[src/rtl/i2c_config_sequencer.sv]
// i2c_config_sequencer
//   Power-up feeder for the multi-byte I2C register-write stage. Walks a
//   byte-stream configuration table in an external synchronous ROM. Each
//   entry is: header N, device byte (bits 6:0), register byte, N data bytes.
//   N = 0 ends the table, N > 15 is malformed. For every entry the payload is
//   pushed into the write stage's FIFO, then one start is issued and the
//   sequencer waits for done / failure / timeout.
//
// Ports
//   clk, reset          system clock, asynchronous active-low reset
//   go                  pulse: run the table from ROM address 0 (ignored while busy)
//   busy                high from accepted go until the sequence ends
//   seq_done            one-cycle pulse at successful end of table
//   seq_error           level, set on failure, cleared by the next accepted go
//   error_entry         0-based index of the failing entry (valid with seq_error)
//   rom_addr / rom_data ROM read port; data valid one cycle after the address
//   wr_dev_address, wr_reg_address, wr_byte_width, wr_start
//                       command to the write stage, held stable through WAIT
//   wr_done, wr_failure write-stage completion / failure (sampled in WAIT only)
//   fifo_data, fifo_wr_en, fifo_full
//                       payload bytes into the write-stage FIFO
module i2c_config_sequencer #(
  parameter int ROM_AW         = 8,
  parameter int TIMEOUT_CYCLES = 1000000,
  parameter int TO_W           = 20
) (
  input  logic              clk,
  input  logic              reset,
  input  logic              go,
  output logic              busy,
  output logic              seq_done,
  output logic              seq_error,
  output logic [7:0]        error_entry,
  output logic [ROM_AW-1:0] rom_addr,
  input  logic [7:0]        rom_data,
  output logic [6:0]        wr_dev_address,
  output logic [7:0]        wr_reg_address,
  output logic [3:0]        wr_byte_width,
  output logic              wr_start,
  input  logic              wr_done,
  input  logic              wr_failure,
  output logic [7:0]        fifo_data,
  output logic              fifo_wr_en,
  input  logic              fifo_full
);

  typedef enum logic [3:0] {
    S_IDLE,
    S_FETCH_HDR,
    S_FETCH_DEV,
    S_FETCH_REG,
    S_PUSH,
    S_FIRE,
    S_WAIT,
    S_FINISH_OK,
    S_FAIL
  } state_t;

  // Every ROM fetch takes two cycles: ADDR (address on the bus) and CAPT
  // (data valid, captured). HOLD parks a captured payload byte while the
  // FIFO is full.
  typedef enum logic [1:0] {
    PH_ADDR,
    PH_CAPT,
    PH_HOLD
  } phase_t;

  localparam logic [ROM_AW-1:0] ROM_LAST = '1;
  localparam logic [TO_W-1:0]   TO_LAST  = TO_W'(TIMEOUT_CYCLES - 1);

  state_t           state;
  phase_t           phase;
  logic [3:0]       byte_cnt;   // header N, then payload bytes still to push
  logic [7:0]       byte_hold;  // payload byte waiting for FIFO space
  logic [7:0]       entry_idx;
  logic [TO_W-1:0]  to_cnt;
  logic             at_rom_end;

  // A capture at the last ROM address may only be an end marker; any other
  // byte there would need a fetch beyond the end of the table.
  assign at_rom_end = (rom_addr == ROM_LAST);

  // NOTE: all state and outputs are updated with non-blocking assignments so
  // every branch below reads the values from the start of the cycle.
  always_ff @(posedge clk or negedge reset) begin
    if (!reset) begin
      state          <= S_IDLE;
      phase          <= PH_ADDR;
      busy           <= 1'b0;
      seq_done       <= 1'b0;
      seq_error      <= 1'b0;
      error_entry    <= '0;
      rom_addr       <= '0;
      wr_dev_address <= '0;
      wr_reg_address <= '0;
      wr_byte_width  <= '0;
      wr_start       <= 1'b0;
      fifo_data      <= '0;
      fifo_wr_en     <= 1'b0;
      byte_cnt       <= '0;
      byte_hold      <= '0;
      entry_idx      <= '0;
      to_cnt         <= '0;
    end else begin
      // NOTE: strobes default low here so each is high for exactly the one
      // cycle following the branch that raises it.
      wr_start   <= 1'b0;
      fifo_wr_en <= 1'b0;
      seq_done   <= 1'b0;

      case (state)
        S_FETCH_HDR: begin
          if (phase == PH_ADDR) begin
            phase <= PH_CAPT;
          end else begin
            phase <= PH_ADDR;
            if (rom_data == 8'd0) begin
              seq_done <= 1'b1;
              busy     <= 1'b0;
              state    <= S_FINISH_OK;
            end else if (rom_data > 8'd15 || at_rom_end) begin
              seq_error   <= 1'b1;
              error_entry <= entry_idx;
              busy        <= 1'b0;
              state       <= S_FAIL;
            end else begin
              byte_cnt <= rom_data[3:0];
              rom_addr <= rom_addr + ROM_AW'(1);
              state    <= S_FETCH_DEV;
            end
          end
        end

        S_FETCH_DEV: begin
          if (phase == PH_ADDR) begin
            phase <= PH_CAPT;
          end else begin
            phase <= PH_ADDR;
            if (at_rom_end) begin
              seq_error   <= 1'b1;
              error_entry <= entry_idx;
              busy        <= 1'b0;
              state       <= S_FAIL;
            end else begin
              wr_dev_address <= rom_data[6:0];
              rom_addr       <= rom_addr + ROM_AW'(1);
              state          <= S_FETCH_REG;
            end
          end
        end

        S_FETCH_REG: begin
          if (phase == PH_ADDR) begin
            phase <= PH_CAPT;
          end else begin
            phase <= PH_ADDR;
            if (at_rom_end) begin
              seq_error   <= 1'b1;
              error_entry <= entry_idx;
              busy        <= 1'b0;
              state       <= S_FAIL;
            end else begin
              wr_reg_address <= rom_data;
              wr_byte_width  <= byte_cnt;
              rom_addr       <= rom_addr + ROM_AW'(1);
              state          <= S_PUSH;
            end
          end
        end

        S_PUSH: begin
          case (phase)
            PH_ADDR: phase <= PH_CAPT;
            PH_CAPT: begin
              if (at_rom_end) begin
                phase       <= PH_ADDR;
                seq_error   <= 1'b1;
                error_entry <= entry_idx;
                busy        <= 1'b0;
                state       <= S_FAIL;
              end else begin
                // The next ROM fetch can start even if this byte must wait.
                rom_addr  <= rom_addr + ROM_AW'(1);
                byte_hold <= rom_data;
                if (!fifo_full) begin
                  fifo_data  <= rom_data;
                  fifo_wr_en <= 1'b1;
                  byte_cnt   <= byte_cnt - 4'd1;
                  phase      <= PH_ADDR;
                  if (byte_cnt == 4'd1) state <= S_FIRE;
                end else begin
                  phase <= PH_HOLD;
                end
              end
            end
            default: begin
              if (!fifo_full) begin
                fifo_data  <= byte_hold;
                fifo_wr_en <= 1'b1;
                byte_cnt   <= byte_cnt - 4'd1;
                phase      <= PH_ADDR;
                if (byte_cnt == 4'd1) state <= S_FIRE;
              end
            end
          endcase
        end

        S_FIRE: begin
          wr_start <= 1'b1;
          to_cnt   <= '0;
          state    <= S_WAIT;
        end

        S_WAIT: begin
          // Failure has priority over a simultaneous done.
          if (wr_failure || (!wr_done && to_cnt == TO_LAST)) begin
            seq_error   <= 1'b1;
            error_entry <= entry_idx;
            busy        <= 1'b0;
            state       <= S_FAIL;
          end else if (wr_done) begin
            if (entry_idx != 8'hFF) entry_idx <= entry_idx + 8'd1;
            phase <= PH_ADDR;
            state <= S_FETCH_HDR;
          end else begin
            to_cnt <= to_cnt + TO_W'(1);
          end
        end

        // IDLE, FINISH_OK and FAIL: busy is already low, so a go is accepted.
        // The completion/failure outputs were raised on entry to FINISH_OK or
        // FAIL so they line up with the cycle the decision was made.
        default: begin
          state <= S_IDLE;
          if (go) begin
            seq_error <= 1'b0;
            rom_addr  <= '0;
            entry_idx <= '0;
            busy      <= 1'b1;
            phase     <= PH_ADDR;
            state     <= S_FETCH_HDR;
          end
        end
      endcase
    end
  end

endmodule

[config.mk]
export PLATFORM = sky130hd
export DESIGN_NAME = i2c_config_sequencer
export DESIGN_NICKNAME = d
export VERILOG_FILES = /design/src/rtl/i2c_config_sequencer.sv
export SDC_FILE = /design/constraint.sdc
export NUM_CORES = 1
export LEC_CHECK = 0
export BUFFER_PORTS_ARGS = -buffer_cell sky130_fd_sc_hd__buf_2
export CAP_MARGIN = 20
export CORE_MARGIN = 4
export CORE_UTILIZATION = 55
export CTS_BUF_LIST = sky130_fd_sc_hd__clkbuf_4 sky130_fd_sc_hd__clkbuf_8
export DETAILED_ROUTE_END_ITERATION = 16
export PLACE_DENSITY = 0.76
export SETUP_SLACK_MARGIN = 0.5
export SLEW_MARGIN = 20
export SYNTH_ARGS = -nofsm -noshare
export SYNTH_HDL_FRONTEND = slang
export SYNTH_SLANG_ARGS = --single-unit
[constraint.sdc]
create_clock -name clk -period 4.76 [get_ports clk]
set_input_delay 0.238 -clock clk [delete_from_list [all_inputs] [get_ports clk]]
set_output_delay 0.238 -clock clk [all_outputs]
set_load 0.01 [all_outputs]
Word-level counts from Yosys, hierarchy flattened
Index checks and enable logic that the tools add are counted.
{"block": "word_totals", "ff_bits": 94, "latch_bits": 0, "ram_bits": 0, "romBits": 0, "input_bits": 14, "output_inout_bits": 48, "word_cells": 172, "memories": 0}
{"block": "classes", "n_addsub": 4, "mul": 0, "n_div": 0, "n_lt_le_gt_ge": 1, "eq_ne": 30, "shifts": 0, "n_mux": 84, "bitwise": 6, "n_reduce_logical": 30}
{"operator": "two-way mux 8 bit", "count": 20}
{"operator": "two-way mux 4 bit", "count": 17}
{"operator": "case mux 8 bit (4 select lines)", "count": 2}
{"operator": "two-way mux 20 bit", "count": 2}
{"operator": "case mux 20 bit (2 select lines)", "count": 1}
{"operator": "case mux 8 bit (2 select lines)", "count": 2}
{"operator": "!= test 2 bit, second input constant", "count": 14}
{"operator": "two-way mux 1 bit", "count": 25}
{"operator": "case mux 4 bit (2 select lines)", "count": 3}
{"operator": "case mux 4 bit (6 select lines)", "count": 1}
{"operator": "AND reduction 7 bit", "count": 3}
{"operator": "adder 20 x 1 -> 20 bit, second input constant", "count": 1}
{"operator": "equality test 20 bit, second input constant", "count": 1}
{"operator": "adder 8 x 1 -> 8 bit, second input constant", "count": 2}
{"operator": "AND reduction 5 bit", "count": 3}
{"operator": "equality test 4 x 3 -> 1 bit, second input constant", "count": 3}
{"operator": "two-way mux 2 bit", "count": 6}
{"operator": "AND reduction 3 bit", "count": 4}
{"operator": "nonzero test 4 bit", "count": 3}
{"operator": "case mux 1 bit (5 select lines)", "count": 2}
{"operator": "!= test 3 bit, second input constant", "count": 3}
{"operator": "equality test 4 x 1 -> 1 bit, second input constant", "count": 2}
{"operator": "equality test 4 x 2 -> 1 bit, second input constant", "count": 2}
{"operator": "equality test 8 bit, second input constant", "count": 1}
{"operator": "other kinds (23)", "count": 32}

Longest topological paths before layout
{"block": "logic_depth", "depth_word": 6, "mapped_depth": 9, "mapped_depth_nobuf": 7}

Worst setup path before layout
Ideal clock, no wire load.
{"block": "synth_timing", "path_type": "register -> register", "start": "reg rom_addr[0]", "end": "reg error_entry[0]", "setup_time_ns": 0.125, "arrival_time_ns": 2.175, "required_ns": 4.635, "slack_ns": 2.460, "stages_incl_launch_ff": 9, "path_buffers": 1, "synth_period_minus_slack_ns": 2.300, "cell_sequence": "dfrtp_1 ha_1 nand3_1 or2_4 nand3_2 o211ai_1 or4_1 buf_6 mux2_4"}
{"block": "synth_between", "elab_chain_len": 4, "word_cells_on_any_way": 8, "classes_between": "eq/ne: 2; mux: 4; reduce/logical: 2"}
{"item": "start, declared", "line_no": "34", "rtl": "output logic [ROM_AW-1:0] rom_addr,"}
{"item": "start signal, assigned", "line_no": "128", "rtl": "rom_addr <= rom_addr + ROM_AW'(1);"}
{"item": "start signal, assigned", "line_no": "146", "rtl": "rom_addr <= rom_addr + ROM_AW'(1);"}
{"item": "start signal, assigned", "line_no": "165", "rtl": "rom_addr <= rom_addr + ROM_AW'(1);"}
{"item": "equality test 8 bit (*)", "line_no": "81", "rtl": "assign at_rom_end = (rom_addr == ROM_LAST);"}
{"item": "two-way mux 8 bit / logical OR 1 bit (equally long branches)"}
{"item": "two-way mux 8 bit, or another cell as far along"}
{"item": "case mux 8 bit (4 select lines) / AND reduction 7 bit (equally long branches)"}
{"item": "end signal, assigned", "line_no": "123", "rtl": "error_entry <= entry_idx;"}
{"item": "end signal, assigned", "line_no": "141", "rtl": "error_entry <= entry_idx;"}
{"item": "end signal, assigned", "line_no": "159", "rtl": "error_entry <= entry_idx;"}
{"item": "end, declared", "line_no": "33", "rtl": "output logic [7:0] error_entry,"}
Every way passes the cells marked *; elsewhere a longest branch is shown, timed or not. The select of a mux whose other input is x is not followed.
A chain may end at the register's enable or synchronous reset.

Worst setup path in the final report
{"block": "layout_timing", "start": "reg state[0]", "end": "reg rom_addr[4]"}
{"block": "layout_between", "elab_chain_len": 4, "word_cells_on_any_way": 17, "classes_between": "eq/ne: 11; mux: 1; bitwise: 1; reduce/logical: 4"}
{"item": "start, declared", "line_no": "71", "rtl": "state_t state;"}
{"item": "start signal, assigned", "line_no": "87", "rtl": "state <= S_IDLE;"}
{"item": "start signal, assigned", "line_no": "120", "rtl": "state <= S_FINISH_OK;"}
{"item": "start signal, assigned", "line_no": "125", "rtl": "state <= S_FAIL;"}
{"item": "equality test 4 x 2 -> 1 bit / equality test 4 x 3 -> 1 bit (equally long branches)", "line_no": "111", "rtl": "case (state)"}
{"item": "OR reduction 2 bit (no line)"}
{"item": "nonzero test 4 bit (no line), or another cell as far along"}
{"item": "AND reduction 7 bit (no line)"}
Parallel ways exist; a longest one is shown, timed or not.

==> run_results.csv <==
group,metric,value,unit
clock_network,cts.sinks,94,
flow_run,cap_violations,0,
setup_path,crit_family,"compound AO/OA/AOI/OAI gates",
die,die_w,101.0,um
logic_synthesis,synthXorXnorAreaFrac,1.106,%
sta,hold_viol,0,
placed_design,dpl-instance-area,5110,um^2
clock_network,numCtsBuffers,9,
clock_network,htree_num_levels,3,
power_and_ir_drop,p_total,2.841,mW
logic_synthesis,synth_ff_type,"dfrtp_1",
cells_and_area,area_growth,11.82,%
sta,tns,0,ns
global_routing,met1_usage,30.79,%
sta,report.final.slew_viol_count,0,
cells_and_area,fin_nets,538,
sta,worst_slew_pin_slew,0.9309,ns
die,start_util,57.26,%
global_routing,grt_pass1_wl,18.03,mm
die,die_h,101.0,um
setup_path,rr_startpoint,"state[0]",
setup_path,critPathCaptureType,"flop",
logic_synthesis,avgSynthCellArea,10.24,um^2
logic_synthesis,synth_edf_count,0,
power_and_ir_drop,cellLeakagePower,2.510,nW
sta,max_freq,333.1,MHz
setup_path,slowest_stage,"nor4b_4",
power_and_ir_drop,switching_share,40.16,%
setup_path,critPathKind,"flop to flop",
detailed_routing,drcViolationCount,0,
setup_path,cp_max_fo,20,
cells_and_area,fin_util,64.03,%
placed_design,hpwl,7.448,mm
placed_design,dp.cells,612,
sta,setup_viol,0,
clock_network,hold_buffers,1,
clock_network,cts-root-buf,"clkbuf_8",
die,core_area,8299,um^2
detailed_routing,antenna_left,0,
power_and_ir_drop,clockPowerShare,18.2,%
setup_path,path_cells,"nor4b_4 > a21oi_1 > a211oi_1 > o21a_1 > o21ai_0 > o2bb2ai_1",
logic_synthesis,yosysWarnings,0,
logic_synthesis,ys_async_sr_fraction,100.0,%
global_routing,grt_usage,21.93,%
clock_network,cts_tree,"built",
setup_path,crit_path_start_kind,"flop",
sta,period_share,63.07,%
logic_synthesis,yosys.area_share.adder,1.316,%
cells_and_area,design_area,5314,um^2
global_routing,grt_use_met2,34.89,%
detailed_routing,wire_per_inst,16.85,um
clock_network,postCtsSetupBuffers,0,
min_path,min_from,"rom_data[5]",
die,ios,62,
detailed_routing,routed_wl,10.60,mm
clock_network,cts_resized,0,
power_and_ir_drop,p_int,1.700,mW
logic_synthesis,syn-num-nets,483,
sta,relSlewSlack,37.68,%
placed_design,gp_congestion,0.9289,
placed_design,portBuffers,61,
logic_synthesis,yosysSeqAreaShare,49.50,%
power_and_ir_drop,power_frac_seq,45.0,%
detailed_routing,via_per_inst,6.045,
run_status,outcome,"completed",
logic_synthesis,ys_types,65,
logic_synthesis,syn_area,4752,um^2
detailed_routing,drt-pass1-iter-count,5,
global_routing,grt_overflow,0,
cells_and_area,final_common_cell,"dfrtp_1",
die,num_rows,33,
sta,rsz0062_at_grt,"no",
cells_and_area,diodes,0,
detailed_routing,vias,3802,
min_path,hold_path.class,"input pin to flop",
logic_synthesis,synthMuxAreaShare,10.58,%
logic_synthesis,synth-compound-area-share,13.11,%
setup_path,cp-startpoint,"state[0]",
logic_synthesis,synth-simple-area-share,21.88,%
clock_network,clock_latency,0.37,ns
cells_and_area,layout_common_cells,"dfrtp_1, nand2_1, buf_2",
power_and_ir_drop,p_comb_share,36.8,%
cells_and_area,fin_cells,629,
die,die_area,10190,um^2
setup_path,crit_required,5.00,ns
logic_synthesis,netlist_instances,464,
setup_path,critPathMaxStageDelay,0.93,ns
power_and_ir_drop,power.switching,1.141,mW
global_routing,antenna_found_initial,0,
global_routing,grt_pass1_vias,3635,
clock_network,clkTransAtPathRegs,0.11,ns
cells_and_area,layout-drive-gt1-share,24.43,%
global_routing,grt_start_max_net_pins,58,
sta,post-route-min-period,3.002,ns
global_routing,grt_busiest_layer,"met2",
logic_synthesis,synth_top_family_by_area,"simple AND/OR/NAND/NOR gates",
setup_path,crit_buf_inv,0,
clock_network,cts_buffer_depth,2,
logic_synthesis,ys_ff_latch,94,
detailed_routing,drt-initial-drc-count,315,
global_routing,use_met3,4.913,%
sta,skew,0.02030,ns
setup_path,arrival,3.24,ns
power_and_ir_drop,p_per_area,534.7,nW/um^2
power_and_ir_drop,peakVddDrop,294.1,uV
## layout make-up
cell class,instances,area [um^2]
clock buffers,10,137.6
clock inverters,6,50.05
fillers,666,2985
inverters,8,30.03
multi-input cells,343,2287
flip-flops and latches,94,2352
well taps,105,131.4
repair buffers,63,325.3
## synth_stat cells, types with 9 or more instances
library cell / count / area (um^2)
mux2i_1: 9 / 90.09
dfrtp_1: 94 / 2352
nor2_1: 34 / 127.6
o21ai_0: 27 / 135.1
a21oi_1: 24 / 120.1
a31oi_1: 12 / 75.07
nand3_1: 25 / 125.1
mux2_2: 26 / 292.8
nand2_1: 60 / 225.2
## power by group through the flow
stage / Sequential, mW / Clock (mW) / Combinational, mW
after global placement: 1.28 / 0 / 1.02
after detailed placement: 1.29 / 0 / 1.04
after CTS: 1.28 / 0.519 / 1.05
final: 1.28 / 0.518 / 1.05
after floorplan: 1.26 / 0 / 0.739
after global routing: 1.33 / 0.560 / 1.17
## sequential cells by signal, indices dropped and copies added, names as in the netlist, 2 cells and up
signal          cells
wr_dev_address      7
phase               2
rom_addr            8
byte_cnt            4
fifo_data           8
to_cnt             20
error_entry         8
state               4
wr_byte_width       4
wr_reg_address      8
byte_hold           8
entry_idx           8
## worst register-to-register path, cell delays in order, from the launching register on
cell and delay (ns):
dfrtp_1 0.62, nor4b_4 0.93, a21oi_1 0.24, a211oi_1 0.43, o21a_1 0.37, o21ai_0 0.15
o2bb2ai_1 0.14
## per-stage QoR
| step | hold WS (ns) | worst slack, ns |
|---|---|---|
| after floorplan | -0.05759 | 2.460 |
| after global placement | 0.2369 | 2.032 |
| after detailed placement | 0.2386 | 1.877 |
| after CTS | 0.1430 | 1.836 |
| after global routing | 0.1355 | 1.502 |
| final | 0.1569 | 1.758 |
## logic make-up (layout without fill, tap and decap cells)
logic type               count (synthesis)  after routing
AO/OA/AOI/OAI                           99             99
XOR/XNOR                                 6              6
adder cells (fa/ha/maj)                  5              5
buffers and inverters                   27             87
flip-flops                              94             94
multiplexers                            43             43
AND/OR/NAND/NOR                        190            190
## metal layers
layer,up-vias,wire [um]
met5,-,0
met4,0,118
met3,15,547
met2,100,5028
met1,1881,4905
li1,1806,-
## worst paths after layout
kind / slack [ns] / to / cells after the start
worst max-delay path: 1.76 / rom_addr[4] / 6
worst min-delay path: 0.16 / fifo_data[5] / 3
worst max register to register: 1.76 / rom_addr[4] / 6
worst min register to register: 0.48 / to_cnt[4] / 1
max in group asynchronous: 3.31 / wr_dev_address[1] / 3
min in group asynchronous: 0.36 / to_cnt[11] / 2
Note: power is estimated with default switching activity, not from simulation.
